===== src/rtl/inst_mgmt.sv =====
// Instruction-management stage: picks the word handed to decode each cycle
// (fresh fetch, replay of the last issued word, or a NOP bubble).
module inst_mgmt (
    input  logic        clk,
    input  logic        rst,
    input  logic [31:0] rdata,
    input  logic [1:0]  inst_sel,
    output logic [31:0] inst
);

    localparam int unsigned INST_W = 32;
    localparam int unsigned SEL_W  = 2;

    localparam logic [SEL_W-1:0]  INST_MEM = SEL_W'(2'b00);
    localparam logic [SEL_W-1:0]  INST_OLD = SEL_W'(2'b01);
    localparam logic [SEL_W-1:0]  INST_NOP = SEL_W'(2'b10);
    localparam logic [INST_W-1:0] NOP_INST = INST_W'(32'h0000_0013);

    logic [INST_W-1:0] inst_old;

    // Source mux; reset and the reserved code both fall through to a NOP.
    always_comb begin
        inst = NOP_INST;
        if (!rst) begin
            case (inst_sel)
                INST_MEM: inst = rdata;
                INST_OLD: inst = inst_old;
                INST_NOP: inst = NOP_INST;
                default:  inst = NOP_INST;
            endcase
        end
    end

    // Replay history tracks whatever was actually issued, bubbles included.
    always_ff @(posedge clk) begin
        if (rst) begin
            inst_old <= NOP_INST;
        end else begin
            inst_old <= inst;
        end
    end

endmodule


===== config.mk =====
export PLATFORM = sky130hd
export DESIGN_NAME = inst_mgmt
export DESIGN_NICKNAME = d
export VERILOG_FILES = /design/src/rtl/inst_mgmt.sv
export SDC_FILE = /design/constraint.sdc
export NUM_CORES = 1
export LEC_CHECK = 0
export BUFFER_PORTS_ARGS = -buffer_cell sky130_fd_sc_hd__buf_2
export CORE_MARGIN = 2
export CORE_UTILIZATION = 47
export CTS_CLUSTER_DIAMETER = 200
export DETAILED_ROUTE_END_ITERATION = 10
export GPL_TIMING_DRIVEN = 0
export PLACE_DENSITY = 0.83
export SYNTH_ARGS = -nofsm -noshare
export SYNTH_HDL_FRONTEND = slang
export SYNTH_SLANG_ARGS = --single-unit

===== constraint.sdc =====
create_clock -name clk -period 2.45 [get_ports clk]
set_clock_uncertainty 0.1 [all_clocks]
set_input_delay 0.49 -clock clk [delete_from_list [all_inputs] [get_ports clk]]
set_output_delay 0.49 -clock clk [all_outputs]
set_load 0.02 [all_outputs]

==> results of run 1 <==
==> metal layers <==
metal	routed length (microns)	vias to the layer above	global-route usage, %
met1	1140	496	19.7
met4	39	0	10.2
met5	0	-	0
met2	1220	47	29.1
met3	214	5	5.99
li1	-	592	-
==> synthesized netlist by cell type <==
master    instances
nor2_1           58
mux2i_1          32
or2_1             1
buf_6             3
nand2_1           6
nor2_2            1
buf_4             3
clkbuf_1          2
dfxtp_1          32
buf_2             3
==> worst max-delay path by stage <==
stage,depth (start not counted),start,end,slack [ns]
after floorplan,5,rst,inst[12],0.48
after global placement,7,rst,inst[26],0.35
after detailed placement,7,rst,inst[13],0.35
after CTS,7,rst,inst[13],0.34
after global routing,7,rst,inst[13],0.26
final,7,rst,inst[13],0.35
==> layout make-up <==
type / count / area, sq um / share of cell area (%)
clock inverters: 2 / 10.0 / 0.581
clock buffers: 6 / 51.3 / 2.98
repair buffers: 66 / 330 / 19.2
multi-input cells: 98 / 573 / 33.3
well taps: 31 / 38.8 / 2.25
flip-flops and latches: 32 / 641 / 37.2
plain buffers: 11 / 78.8 / 4.58
==> layout by cell type, fill, tap and decap left out <==
master and n:
nor2_1 58, buf_6 3, nor2_2 1, buf_2 69, clkinv_2 2, clkbuf_1 2, buf_4 3, nand2_1 6
clkbuf_4 5, or2_1 1, dfxtp_1 32, mux2i_1 32, clkbuf_8 1
==> critical path: cells and delay by family <==
| kind | cells | cell delay, ns |
|---|---|---|
| buffers and inverters | 5 | 0.71 |
| and+or+nand+nor | 2 | 0.31 |
==> cell families (layout without fill, tap and decap cells) <==
| family | after synthesis | count (layout) |
|---|---|---|
| simple gates | 66 | 66 |
| buf+inv | 11 | 85 |
| mux | 32 | 32 |
| flops | 32 | 32 |
==> stage by stage <==
stage | area, sq um | total power [W] | worst slack (ns) | cells
2_1_floorplan | 1290 | 0.000658 | 0.480 | 141
3_3_place_gp | 1660 | 0.000712 | 0.348 | 238
3_5_place_dp | 1660 | 0.000715 | 0.348 | 238
4_1_cts | 1720 | 0.00102 | 0.342 | 246
5_1_grt | 1720 | 0.00106 | 0.262 | 246
6_report | 1720 | 0.00101 | 0.352 | 246
==> power by group through the flow <==
stage	Sequential, W	Combinational, W	Clock, W
after CTS	0.000541	0.000161	0.000319
after floorplan	0.000552	0.000106	0
after global routing	0.000543	0.000176	0.000346
final	0.000541	0.000160	0.000310
after global placement	0.000553	0.000160	0
after detailed placement	0.000553	0.000161	0
==> run summary, run 1 <==
The run finished with clean final reports. After global routing the overflow that remains totals 0. Once the floorplan was initialized, standard cells occupied 48.1% of the core. The post-synthesis register bit count is 32. The beginning of the worst register-to-register path is inst_old[4]. For this run, the number of Yosys warnings is 0.

For the worst setup path, the data required time is 1.86 ns. Summed over all instances, the cell type with the most area after synthesis is dfxtp_1. Yosys attributes the largest share of cell area to dfxtp_1, mux2i_1, nor2_1, buf_6, buf_4. TritonCTS created 5 clock buffers. The routability congestion estimate was 0.672.

The kind of end point of the critical path is an output port. For this design the total switching power over the nets is 0.000266 W. Antenna violation net count after detailed routing: 0. The adder and majority gate portion of the synthesized area works out to 0%. The worst register-to-register path has a depth of 2. The run gives 32 as the number of sinks handled by clock tree synthesis.

In this run the horizontal extent of the chip is 56.4 microns. The slowest stage of the critical path is the or2_1 cell. The number of hold violations in the final report was 0. The largest registers in the layout are inst_old (32). The final critical-path required period was 2.10 ns; the maximum achievable frequency was 477 MHz. The detailed-route via count came out at 1140.

The run gives 0 as the number of setup violations in the final report. For this run, design rule violations remaining after detail routing come to 0. For this design, the CTS-stage hold fixing added 0 buffers. The share of total power dissipated in combinational logic is 15.8%. For the pin with the worst max-slew slack, the measured transition is 0.424 ns. The number of antenna diodes in the final layout is 0. From synthesis to final layout, the design area changed by 33.3%. The number of antenna violations at the first check in global routing was 0. Final core area utilization: 64.1%. Counting every instance in the synthesized netlist gives 141.

In this run, the number of DRC markers left after iteration 0 of detailed routing was 16. The XOR/XNOR share of the synthesized area was 0%; the fraction of final layout cells with drive strength greater than 1 was 39.1%. For the number of global-route vias before repair, the log shows 1068. Setup repair after global routing left no endpoint under its margin. For hold timing, the worst endpoint is inst_old[0]. The maximum net fanout on the critical path works out to 10. The H-tree generated during clock tree synthesis spans 2 levels.

The tools report the full die area as 3190 sq um. The tools report the sort of element at the start of the critical path as a primary input. Entering global routing, the biggest net connects 11 pins. For this design the static power due to leakage is 0.920 nW. The run gives 19 as the standard-cell row count. Reg-to-reg critical path endpoint: inst_old[4].

Number of distinct library cell variants in the gate-level netlist after synthesis: 10. Counting flops per register, the top entry is inst_old. Sequential cells were found to cover 49.6% of the synthesized design area. After clock tree synthesis, the repair step resized 0 gates. The simple-gate portion of the synthesized area is 19.6%, and the clock latency on the worst-skew pair is 0.32 ns. The part of the power in registers is 53.5%.

The share of the synthesized area in the top cell type is 49.6%. The register with the most flip-flops in the layout has 32 of them. TritonCTS built the clock tree. VDD sags by at most 0.000463 V.

The total power density per cell area was 586 nW/um^2. The first detailed-routing pass took 4 iterations. The clock network burns 30.6% of the power. The path type of the worst min-delay path is primary input to register. After floorplanning, the core was sized to cover 2690 sq um.

The clock transition at the registers of the reported paths was 0.09 ns. The source of the worst hold timing path was rdata[0]. The net switching share of the total power works out to 26.4%. The cell-internal power is 0.000744 W, and the die height is 56.4 microns. The worst setup path is of the primary input to output port kind. The synthesized netlist occupies a cell area of 1290 sq um.

The number of max-slew violations in the final report was 0. The final clock period utilization by the worst path was 85.6%; the critical path arrival was 1.51 ns. In this run the count of I/O pins placed on the die edge is 68. Dividing the synthesized area by the synthesized cell count gives 9.17 sq um. The tools report the HPWL after detailed placement as 2030 microns. The number of nets in the synthesized netlist is 177. The synthesized netlist devotes 0% of its cell area to compound gates. Max-cap violations in this run came to 0. The signal on the critical path passes through buf_2 -> or2_1 -> clkbuf_1 -> buf_6 -> buf_6 -> nor2_1 -> buf_2.

For the worst reg-to-reg setup slack, the log shows 1.66 ns. After filler insertion, the fill cell instance count of the layout stands at 273. Measured against the total synthesized area, the mux share comes to 24.8%.

The net count of the finished layout is 250. In this run the post-CTS setup repair buffer count came out at 0. The final sum of negative setup slack was 0 ns; the delay of the slowest cell on the worst path was 0.21 ns. Counting instances, the worst hold path has a depth of 3. Routed length per instance: 10.6 microns. The total routing usage reported by global routing is 17.7%, and the per-cell via count in the routed design is 4.63.

The cell sitting at the root of the clock tree is a clkbuf_4. For this block, the routed nets add up to 2620 microns of wire. For the wire length of the first global-routing pass, the log shows 4280 microns.

By area, the combinational part of the netlist is dominated by multiplexers. Headroom to the max-slew limit came out at 71.7%. Buffers placed on the I/O ports in this run total 66. Counting along the longest clock path gives a buffer depth of 2. Across all hold checks on the routed design, the worst slack comes to 0.296 ns.
Note: power is estimated with default switching activity, not from simulation.
==> inputs of run 2 (changes only) <==
--- a/config.mk
+++ b/config.mk
@@ -7,11 +7,11 @@
 export LEC_CHECK = 0
 export BUFFER_PORTS_ARGS = -buffer_cell sky130_fd_sc_hd__buf_2
 export CORE_MARGIN = 2
-export CORE_UTILIZATION = 47
+export CORE_UTILIZATION = 44
 export CTS_CLUSTER_DIAMETER = 200
 export DETAILED_ROUTE_END_ITERATION = 10
 export GPL_TIMING_DRIVEN = 0
-export PLACE_DENSITY = 0.83
+export PLACE_DENSITY = 0.78
 export SYNTH_ARGS = -nofsm -noshare
 export SYNTH_HDL_FRONTEND = slang
 export SYNTH_SLANG_ARGS = --single-unit
==> constraint.sdc (replaced) <==
create_clock -name clk -period 2 [get_ports clk]
set_clock_uncertainty 0.1 [all_clocks]
set_input_delay 0.4 -clock clk [delete_from_list [all_inputs] [get_ports clk]]
set_output_delay 0.4 -clock clk [all_outputs]
set_load 0.02 [all_outputs]
==> run summary, run 2 (synthesis gave the netlist of run 1 again) <==
The repair_antennas step left the layout with diodes totalling 0. Maximum number of pins on one net before global-route repair: 11. The library cell used most frequently in the layout, excluding fill and tap cells, is buf_2. For the hold-fix buffer count after cts, the log shows 0. In this run, the number of DRC markers left after iteration 0 of detailed routing was 18. The number of antenna violations at the first check in global routing is 0, and the total iterations of the first detailed-routing run is 4. STA classifies the critical path startpoint as a primary input.

The first global-routing pass estimated 4130 microns of wire. The cell class contributing the biggest share of worst-path delay is buffers and inverters. The number of sinks handled by clock tree synthesis came out at 32. In the layout the commonest cells are buf_2, nor2_1, mux2i_1, dfxtp_1. In the final design database the tool counted 250 nets. Setup slack on the worst reg-to-reg path comes out at 1.22 ns. The wire-length estimate of the detail-placed layout is 1970 microns.

During I/O placement, the number of pins put on the boundary was 68. More flip-flops sit in one register than any other, and that register is inst_old. The number of setup violations in the final report was 0.

The number of CTS-inserted buffers is 5. Clock-pin slew was measured on the worst setup and hold paths at 0.09 ns. The die is 58.2 microns wide. For this design the static power due to leakage is 0.921 nW. After filler insertion, the fill cell instance count of the layout stands at 273.

The number of H-tree branching levels came out at 2. The highest layer touched by signal routing is met4. The synthesis-to-layout area growth was 34.8%.

The number of global-route vias before repair was 1010; the cell-internal power was 0.000913 W. Data arrives at the worst endpoint at 1.43 ns. Critical setup path kind: primary input to output port. The run finished with clean final reports. The logs give 2610 microns for the sum of routed wire length over all layers and 0.202 ns for the final-layout worst hold slack. The multi-input combinational cells in the finished layout cover a total of 578 sq um. Routability-driven placement finished with a final weighted congestion of 0.685. Placed standard-cell area: 1660 sq um. The largest registers in the layout are inst_old (32). The largest individual stage delay along the critical path comes from the cell or2_1.

Combinational cells account for 16.0% of the total power. The area of the core is 2780 sq um, and the total congestion overflow after global routing is 0. The actual slew at the worst max-slew pin is 0.430 ns, and the depth of the worst hold-timing path is 3. The final critical-path required period is 1.93 ns.

After detailed routing, the number of remaining DRC violations is 0. The routed metal-1 wire length came out at 1160 microns. The number of max-slew violations in the final report is 0. The area of all placed cells without fillers was 1740 sq um; the worst slew margin relative to its limit was 71.4%. For the worst-skew pair, the clock arrives at the later sink with an insertion delay of 0.34 ns.

In this run the post-CTS setup repair buffer count came out at 0. Setup repair after global routing left no endpoint under its margin. For this run, the top clock speed supported by timing is 519 MHz.

The final clock period utilization by the worst path is 96.3%. The power dissipated by switching net loads is 0.000330 W, and the delay of the slowest cell on the worst path is 0.22 ns. For the final routed database, the setup TNS stands at 0 ns. The number of buffers and inverters on the critical path is 5.

Across all layers, the routed design uses 1131 vias. The worst setup path is captured at an output port. After detailed routing, the met3 layer carries 291 microns of wire.

The port buffer count is 66, and the sum of met2 wire segment lengths after detailed routing is 1100 microns. Clock tree buffer depth: 2. The path type of the worst min-delay path was primary input to register.

Of the cells placed in the final design, the portion with a size suffix greater than 1 is 40.0%. Measured in cells, the most critical reg-to-reg path has a length of 2. Walking the worst path, the cells encountered are buf_2 -> or2_1 -> clkbuf_1 -> buf_6 -> buf_6 -> nor2_1 -> buf_2.

In this run the remaining antenna-violating nets after routing total 0. The die is 58.2 microns tall. Data on the critical path is required at its endpoint by 1.50 ns.

The root buffer cell chosen for the clock tree is clkbuf_4. The full die area came out at 3390 sq um. After detailed routing, the average wire length per cell comes to 10.6 microns. Using the TritonRoute via totals, the vias-per-cell ratio works out to 4.60.

TritonCTS built the clock tree. The initialized floorplan defines 19 standard-cell rows. The initial cell density of the core is 46.5%. The total power density per cell area was 714 nW/um^2; the worst ir drop on vdd was 0.000466 V. Sequential cells burn 53.3% of the power. The register with the most flip-flops in the layout has 32 of them.

In this run, the clock network consumes 30.7% of the power. The maximum net fanout on the critical path was 10. The number of hold violations in the final report came out at 0. Across the run, the number of max-cap violations was 0. The critical path crosses 7 cells after its start point. Global routing consumed, over all layers together, 16.7% of the routing resources.

The net switching share of the total power works out to 26.5%. In the final layout, flip-flops and latches occupy 641 sq um.
==> run 2: layer usage <==
metal,up-vias,track usage (%)
met4,0,12.0
met1,479,18.9
met3,7,7.37
met2,52,25.0
li1,593,-
met5,-,0
==> run 2: path summary, 6_finish.rpt <==
| path | startpoint | end |
|---|---|---|
| setup reg to reg | inst_old[18] | inst_old[18] |
| hold / removal | rdata[1] | inst_old[1] |
| setup / recovery | rst | inst[24] |
| hold reg to reg | inst_old[1] | inst_old[1] |
==> run 2: timing repair <==
action | CTS | global route
gates resized for setup | 0 | 7
setup endpoints to repair | 0 | 4
endpoints found under the hold margin | 0 | 0
==> run 2: worst register-to-register path, stage by stage (launching register included) <==
cell and delay (ns):
dfxtp_1 0.31, mux2i_1 0.20, nor2_1 0.06
==> run 2: cell type report <==
type	instances	area share, %
multi-input cells	98	33.2
clock inverters	2	0.575
flip-flops and latches	32	36.8
plain buffers	11	4.53
repair buffers	66	19.8
clock buffers	6	2.95
well taps	31	2.23
==> run 2: metrics by stage <==
| step | power [W] | cells | setup slack (ns) | utilization, % |
|---|---|---|---|---|
| floorplan | 0.000806 | 141 | 0.210 | - |
| finish | 0.00124 | 246 | 0.0731 | 62.6 |
| detailed placement | 0.000876 | 238 | 0.0276 | 59.7 |
| global placement | 0.000873 | 238 | 0.0563 | 59.7 |
| global route | 0.00131 | 246 | 0.00552 | 62.6 |
| CTS | 0.00125 | 246 | 0.0230 | 61.9 |
==> run 2: power groups by stage <==
stage / logic [W] / clock network [W] / registers (W)
after floorplan: 0.000130 / 0 / 0.000676
after global placement: 0.000196 / 0 / 0.000677
after detailed placement: 0.000198 / 0 / 0.000678
after CTS: 0.000199 / 0.000391 / 0.000663
after global routing: 0.000219 / 0.000425 / 0.000665
final: 0.000199 / 0.000381 / 0.000662
